--- src/rtl/gat_feature_top.sv ---
// gat_feature_top -- GAT feature-transform stage: WH = H x W.
// H arrives in CSR-like form (col_idx, value, node_info), W is dense. All
// arrays are captured on a single h_valid_i strobe. One nonzero is consumed
// per cycle for every output column in parallel. One WH row is emitted per node.
// Optional build macro GAT_PERF_CNT_EN adds a 16-bit saturating busy-cycle
// counter on cycle_cnt_o.
// Reset input rst_n is asynchronous and active-high despite its name.

module gat_feature_top #(
   parameter int DATA_WIDTH       = 8,
   parameter int DOT_PRODUCT_SIZE = 5,
   parameter int H_NUM_OF_COLS    = DOT_PRODUCT_SIZE,
   parameter int H_NUM_OF_ROWS    = 5,
   parameter int COL_INDEX_SIZE   = 8,
   parameter int VALUE_SIZE       = 8,
   parameter int NODE_INFO_SIZE   = H_NUM_OF_ROWS,
   parameter int W_NUM_OF_ROWS    = DOT_PRODUCT_SIZE,
   parameter int W_NUM_OF_COLS    = 3,
   parameter int COL_IDX_WIDTH    = $clog2(H_NUM_OF_COLS),
   parameter int VALUE_WIDTH      = DATA_WIDTH,
   parameter int INDEX_WIDTH      = $clog2(COL_INDEX_SIZE),
   parameter int ROW_LEN_WIDTH    = $clog2(H_NUM_OF_COLS),
   parameter int NODE_INFO_WIDTH  = INDEX_WIDTH + ROW_LEN_WIDTH + 1,
   parameter int ROW_INFO_WIDTH   = ROW_LEN_WIDTH + 1,
   parameter int WH_WIDTH         = 2*DATA_WIDTH + $clog2(DOT_PRODUCT_SIZE)
) (
   input  logic                               clk,
   input  logic                               rst_n,
   input  logic                               h_valid_i,
   input  logic [COL_IDX_WIDTH-1:0]           col_idx_i   [0:COL_INDEX_SIZE-1],
   input  logic [VALUE_WIDTH-1:0]             value_i     [0:VALUE_SIZE-1],
   input  logic [NODE_INFO_WIDTH-1:0]         node_info_i [0:NODE_INFO_SIZE-1],
   input  logic [DATA_WIDTH-1:0]              weight_i    [0:W_NUM_OF_ROWS-1][0:W_NUM_OF_COLS-1],
   output logic                               wh_valid_o,
   output logic [WH_WIDTH-1:0]                wh_data_o   [0:W_NUM_OF_COLS-1],
   output logic [$clog2(H_NUM_OF_ROWS)-1:0]   wh_row_idx_o,
   output logic [ROW_INFO_WIDTH-1:0]          row_info_o,
   output logic                               busy_o,
   output logic                               done_o
`ifdef GAT_PERF_CNT_EN
   ,
   output logic [15:0]                        cycle_cnt_o
`endif
);

   localparam int ROW_IDX_WIDTH = $clog2(H_NUM_OF_ROWS);
   localparam int V_ADDR_WIDTH  = $clog2(VALUE_SIZE);
   localparam int PROD_WIDTH    = 2*DATA_WIDTH;
   // Element index idx+k can exceed the array depth; one spare bit keeps the
   // out-of-range test exact instead of wrapping.
   localparam int E_WIDTH = ((INDEX_WIDTH > ROW_LEN_WIDTH) ? INDEX_WIDTH : ROW_LEN_WIDTH) + 1;

   localparam logic [1:0] IDLE   = 2'd0;
   localparam logic [1:0] MAC    = 2'd1;
   localparam logic [1:0] FINISH = 2'd2;

   logic [1:0]                 state;
   logic [ROW_IDX_WIDTH-1:0]   row;
   logic [ROW_LEN_WIDTH-1:0]   k;
   logic [WH_WIDTH-1:0]        acc        [0:W_NUM_OF_COLS-1];

   logic [COL_IDX_WIDTH-1:0]   col_idx_q  [0:COL_INDEX_SIZE-1];
   logic [VALUE_WIDTH-1:0]     value_q    [0:VALUE_SIZE-1];
   logic [NODE_INFO_WIDTH-1:0] node_info_q[0:NODE_INFO_SIZE-1];
   logic [DATA_WIDTH-1:0]      weight_q   [0:W_NUM_OF_ROWS-1][0:W_NUM_OF_COLS-1];

   logic [NODE_INFO_WIDTH-1:0] cur_info;
   logic [INDEX_WIDTH-1:0]     cur_idx;
   logic [ROW_LEN_WIDTH-1:0]   cur_len;
   logic                       cur_flag;
   logic [E_WIDTH-1:0]         elem;
   logic                       elem_ok;
   logic [COL_IDX_WIDTH-1:0]   col_sel;
   logic [VALUE_WIDTH-1:0]     val_sel;
   logic                       col_ok;
   logic                       last_elem;
   logic                       last_row;
   logic [PROD_WIDTH-1:0]      product    [0:W_NUM_OF_COLS-1];
   logic [WH_WIDTH-1:0]        acc_next   [0:W_NUM_OF_COLS-1];

   // Decode the current element and form acc + value*W[col] for every column.
   // NOTE: every signal gets a default before any conditional assignment, so no latch is inferred.
   always_comb begin
      cur_info  = node_info_q[row];
      cur_idx   = cur_info[NODE_INFO_WIDTH-1 -: INDEX_WIDTH];
      cur_len   = cur_info[ROW_LEN_WIDTH:1];
      cur_flag  = cur_info[0];
      elem      = E_WIDTH'(cur_idx) + E_WIDTH'(k);
      elem_ok   = (k < cur_len) &&
                  (elem < E_WIDTH'(COL_INDEX_SIZE)) &&
                  (elem < E_WIDTH'(VALUE_SIZE));
      col_sel   = '0;
      val_sel   = '0;
      if (elem_ok) begin
         col_sel = col_idx_q[elem[INDEX_WIDTH-1:0]];
         val_sel = value_q[elem[V_ADDR_WIDTH-1:0]];
      end
      col_ok    = elem_ok && (col_sel < COL_IDX_WIDTH'(W_NUM_OF_ROWS));
      // A zero-length row still occupies one cycle and closes immediately.
      last_elem = (cur_len == '0) || (k == cur_len - ROW_LEN_WIDTH'(1));
      last_row  = (row == ROW_IDX_WIDTH'(H_NUM_OF_ROWS - 1));
      for (int j = 0; j < W_NUM_OF_COLS; j++) begin
         product[j] = '0;
         if (col_ok) begin
            product[j] = PROD_WIDTH'(val_sel) * PROD_WIDTH'(weight_q[col_sel][j]);
         end
         acc_next[j] = acc[j] + WH_WIDTH'(product[j]);
      end
   end

   // Control FSM, input capture, accumulation and registered row outputs.
   // NOTE: sequential state uses non-blocking assignments so every register samples pre-edge values.
   always_ff @(posedge clk or posedge rst_n) begin
      if (rst_n) begin
         state        <= IDLE;
         row          <= '0;
         k            <= '0;
         wh_valid_o   <= 1'b0;
         wh_row_idx_o <= '0;
         row_info_o   <= '0;
         busy_o       <= 1'b0;
         done_o       <= 1'b0;
         // NOTE: the capture arrays are plain flops, so clearing them on reset is cheap and keeps a fresh start deterministic.
         for (int j = 0; j < W_NUM_OF_COLS; j++) begin
            acc[j]       <= '0;
            wh_data_o[j] <= '0;
         end
         for (int i = 0; i < COL_INDEX_SIZE; i++) col_idx_q[i] <= '0;
         for (int i = 0; i < VALUE_SIZE; i++) value_q[i] <= '0;
         for (int i = 0; i < NODE_INFO_SIZE; i++) node_info_q[i] <= '0;
         for (int r = 0; r < W_NUM_OF_ROWS; r++) begin
            for (int j = 0; j < W_NUM_OF_COLS; j++) weight_q[r][j] <= '0;
         end
`ifdef GAT_PERF_CNT_EN
         cycle_cnt_o  <= '0;
`endif
      end else begin
         wh_valid_o <= 1'b0;
         done_o     <= 1'b0;
         case (state)
            IDLE: begin
               if (h_valid_i) begin
                  col_idx_q   <= col_idx_i;
                  value_q     <= value_i;
                  node_info_q <= node_info_i;
                  weight_q    <= weight_i;
                  busy_o      <= 1'b1;
                  row         <= '0;
                  k           <= '0;
                  for (int j = 0; j < W_NUM_OF_COLS; j++) acc[j] <= '0;
                  state       <= MAC;
`ifdef GAT_PERF_CNT_EN
                  cycle_cnt_o <= '0;
`endif
               end
            end
            MAC: begin
`ifdef GAT_PERF_CNT_EN
               if (cycle_cnt_o != 16'hFFFF) cycle_cnt_o <= cycle_cnt_o + 16'd1;
`endif
               if (last_elem) begin
                  wh_data_o    <= acc_next;
                  wh_valid_o   <= 1'b1;
                  wh_row_idx_o <= row;
                  row_info_o   <= {cur_len, cur_flag};
                  k            <= '0;
                  for (int j = 0; j < W_NUM_OF_COLS; j++) acc[j] <= '0;
                  if (last_row) begin
                     done_o <= 1'b1;
                     busy_o <= 1'b0;
                     state  <= FINISH;
                  end else begin
                     row <= row + ROW_IDX_WIDTH'(1);
                  end
               end else begin
                  acc <= acc_next;
                  k   <= k + ROW_LEN_WIDTH'(1);
               end
            end
            FINISH:  state <= IDLE;
            default: state <= IDLE;
         endcase
      end
   end

endmodule

--- config.mk ---
export PLATFORM = sky130hd
export DESIGN_NAME = gat_feature_top
export DESIGN_NICKNAME = d
export VERILOG_FILES = /design/src/rtl/gat_feature_top.sv
export SDC_FILE = /design/constraint.sdc
export NUM_CORES = 1
export LEC_CHECK = 0
export ABC_CLOCK_PERIOD_IN_PS = 15450
export CORE_MARGIN = 4
export CORE_UTILIZATION = 50
export CTS_CLUSTER_DIAMETER = 100
export DETAILED_ROUTE_END_ITERATION = 6
export PLACE_DENSITY = 0.73
export SLEW_MARGIN = 20
export SYNTH_ARGS = -nofsm -noshare
export SYNTH_HDL_FRONTEND = slang
export SYNTH_SLANG_ARGS = --single-unit
--- constraint.sdc ---
create_clock -name clk -period 15.45 [get_ports clk]
set_clock_uncertainty 0.05 [all_clocks]
set_input_delay 1.545 -clock clk [delete_from_list [all_inputs] [get_ports clk]]
set_output_delay 1.545 -clock clk [all_outputs]
set_load 0.01 [all_outputs]
==> flow_summary.yaml <==
clock_tree:
  cts_resized: 0
  post_cts_buffers: 0
  cts.clk_slew.worst_paths_ns: 0.06
  clkLatencyLatePin_ns: 0.58
  htree_levels: 2
  cts-root-buf: "clkbuf_16"
  cts_buffer_depth: 3
  clkSinkCount: 375
  ctsHoldBuffers: 0
  tritoncts: "yes"
  numCtsBuffers: 43
yosys:
  ys_ff_latch: 375
  yosysWarnings: 0
  synth.area.top_cells: "dfrtp_1, mux2_2, fa_1"
  netlist_area_mm2: 0.02456
  synth_top_flop_cell: "dfrtp_1"
  netlist-cell-type-count: 70
  synth_top_cell_area_share_pct: 38.20
  synth_top_cell_by_area: "dfrtp_1"
  syn-mean-instance-area_um2: 10.85
  netlist_instances: 2264
  yosysSeqAreaShare_pct: 38.20
  async_flop_share_pct: 100.0
  synth-edff-count: 0
  synth_nets: 2789
critical_path:
  cp.required_ns: 15.82
  cpMaxStageDelayCell: "clkinv_1"
  ff2ff_path_depth: 34
  crit_arrival_ns: 11.08
  timing.rr.start: "row[0]$_DFFE_PP0P_"
  endpoint_kind: "flip-flop"
  rrSetupSlack_ns: 4.74
  crit_path_max_fanout: 26
  cpPeakStageDelay_ns: 0.86
  worst_setup_path_start_kind: "flip-flop"
  r2r-end: "wh_data_o[36]$_DFFE_PP0P_"
  path_class: "reg2reg"
sta:
  min_period_ns: 10.71
  worst_pin_slew_ns: 1.174
  hold_viol: 0
  slew_violations: 0
  fin_crit_sh_pct: 69.31
  fmax_ghz: 0.09339
  max-slew-margin-rel_pct: 21.75
  rsz0062_at_grt: "false"
  setup_viol: 0
  final.setup.tns_ns: 0
placement:
  dpl_cell_area_mm2: 0.02829
  hpwlAfterDp_mm: 45.53
  place_congestion: 0.8411
  io_buffers: 312
route:
  detail-route-antenna-nets: 0
  first_pass_iters: 5
  route.final.wire_length_mm: 61.59
  wl_per_cell_um: 19.07
  via_per_inst: 5.545
  num_vias: 17900
  drtIter0Drc: 1070
  drc_errors: 0
global_routing:
  grt_usage_pct: 23.68
  grt_pass1_vias: 19540
  antenna_found_initial: 0
  grt_max_degree: 198
  grt_pass1_wl_mm: 101.5
  grt-ovfl-total: 0
hold_path:
  hold_depth: 2
  hold_class: "reg2reg"
  min_from: "wh_data_o[22]$_DFFE_PP0P_"
  worst_hold_path.endpoint: "wh_data_o[22]$_DFFE_PP0P_"
run_status:
  status: "complete, no violations"
die:
  num_rows: 80
  initial_core_util_pct: 51.02
  die_y_um: 229.6
  die-area_mm2: 0.05273
  die_w_um: 229.6
  ios: 313
  coreArea_mm2: 0.04815
job:
  cap_violations: 0
cells_and_area:
  antennaDiodeCount: 0
  fin_area_mm2: 0.02964
  syn_to_final_growth_pct: 20.66
  layout-drive-gt1-share_pct: 16.36
  final_nets: 3068
[worst max-delay path by stage]
| stage | startpoint | to | slack, ns | cells after the start |
|---|---|---|---|---|
| after detailed placement | row[0]$_DFFE_PP0P_ | wh_data_o[36]$_DFFE_PP0P_ | 4.74 | 36 |
| after global routing | row[0]$_DFFE_PP0P_ | acc[55]$_DFFE_PP0P_ | 4.09 | 35 |
| after floorplan | rst_n | acc[0]$_DFFE_PP0P_ | 3.44 | 1 |
| after global placement | row[0]$_DFFE_PP0P_ | wh_data_o[36]$_DFFE_PP0P_ | 4.97 | 36 |
| final | row[0]$_DFFE_PP0P_ | wh_data_o[36]$_DFFE_PP0P_ | 4.74 | 34 |
| after CTS | row[0]$_DFFE_PP0P_ | wh_data_o[36]$_DFFE_PP0P_ | 4.74 | 36 |
[logic make-up (layout without fill, tap and decap cells)]
group	after synthesis	count (layout)	synth area share [%]
AOI/OAI and AO/OA	372	372	10.73
xor gates and xnor gates	78	78	2.781
adders and majority gates	279	279	17.64
buffers and inverters	293	602	4.661
DFF	375	375	38.20
muxes	320	320	16.08
and+or+nand+nor	547	547	9.908
[critical path: cells and delay by family (launching register included)]
family	cells	cell delay, ns
fa+ha+maj	8	3.38
simple gates	5	1.18
buf+inv	7	1.42
xor+xnor	1	0.16
flops	1	0.71
compound gates	10	2.74
mux	3	0.90
[area by class of cell]
cell class / instances / area [um^2]
clock buffers: 53 / 1154
clock inverters: 22 / 190.2
fillers: 3907 / 18510
inverters: 192 / 728.2
multi-input cells: 1596 / 14050
flip-flops and latches: 375 / 9384
well taps: 656 / 820.8
repair buffers: 335 / 3312
[stage by stage]
| stage | hold slack, ns | util (%) | cells | setup slack [ns] |
|---|---|---|---|---|
| final | 0.4269 | 61.56 | 3229 | 4.742 |
| after global placement | 0.4132 | 58.76 | 3154 | 4.972 |
| after CTS | 0.4319 | 61.55 | 3229 | 4.743 |
| after floorplan | 0.4055 | - | 2264 | 3.439 |
| after global routing | 0.4482 | 61.56 | 3229 | 4.085 |
| after detailed placement | 0.4107 | 58.76 | 3154 | 4.736 |
[layout by cell type, fill, tap and decap left out, types with 7 or more instances in the layout]
| master | instances |
|---|---|
| a211oi_1 | 8 |
| a21o_1 | 26 |
| a21oi_1 | 61 |
| a221o_1 | 25 |
| a22o_1 | 41 |
| a31oi_1 | 8 |
| and2_1 | 18 |
| and3_1 | 11 |
| buf_4 | 21 |
| clkbuf_16 | 43 |
| clkdlybuf4s50_1 | 312 |
| clkinv_2 | 10 |
| clkinvlp_4 | 7 |
| dfrtp_1 | 375 |
| fa_1 | 112 |
| ha_1 | 167 |
| inv_1 | 189 |
| mux2_1 | 20 |
| mux2_2 | 261 |
| mux4_2 | 26 |
| nand2_1 | 164 |
| nand2b_1 | 13 |
| nand3_1 | 20 |
| nor2_1 | 223 |
| nor2b_1 | 8 |
| nor3_1 | 21 |
| o21a_1 | 17 |
| o21ai_0 | 82 |
| o21ai_2 | 25 |
| o21bai_1 | 12 |
| o22a_1 | 24 |
| or2_1 | 36 |
| xnor2_1 | 47 |
| xor2_1 | 31 |
[state kept, by name, indices dropped and copies added (netlist names), 4 cells and up]
name,cells
acc,57
col_idx_q,24
node_info_q,35
row_info_o,4
value_q,64
weight_q,120
wh_data_o,57
[cells in the mapped netlist (20+ instances only)]
cell and number:
a21o_1 26, a21oi_1 61, a221o_1 25, a22o_1 41, clkbuf_1 77, dfrtp_1 375, fa_1 112, ha_1 167
inv_1 190, mux2_1 20, mux2_2 261, mux4_2 26, nand2_1 164, nand3_1 20, nor2_1 224, nor3_1 21
o21ai_0 82, o21ai_2 25, o22a_1 24, or2_1 36, xnor2_1 47, xor2_1 31
[routing by layer]
| layer | vias up | wire length (um) | global-route usage, % |
|---|---|---|---|
| met5 | - | 0 | 0 |
| met4 | 0 | 1938 | 7.893 |
| met3 | 108 | 2854 | 4.250 |
| met2 | 379 | 31580 | 41.91 |
| met1 | 9040 | 25210 | 29.37 |
| li1 | 8377 | - | - |
Power is left out: the tool's default activity adds up to more than one toggle a clock period on the data nets, which glitch-free logic cannot reach.
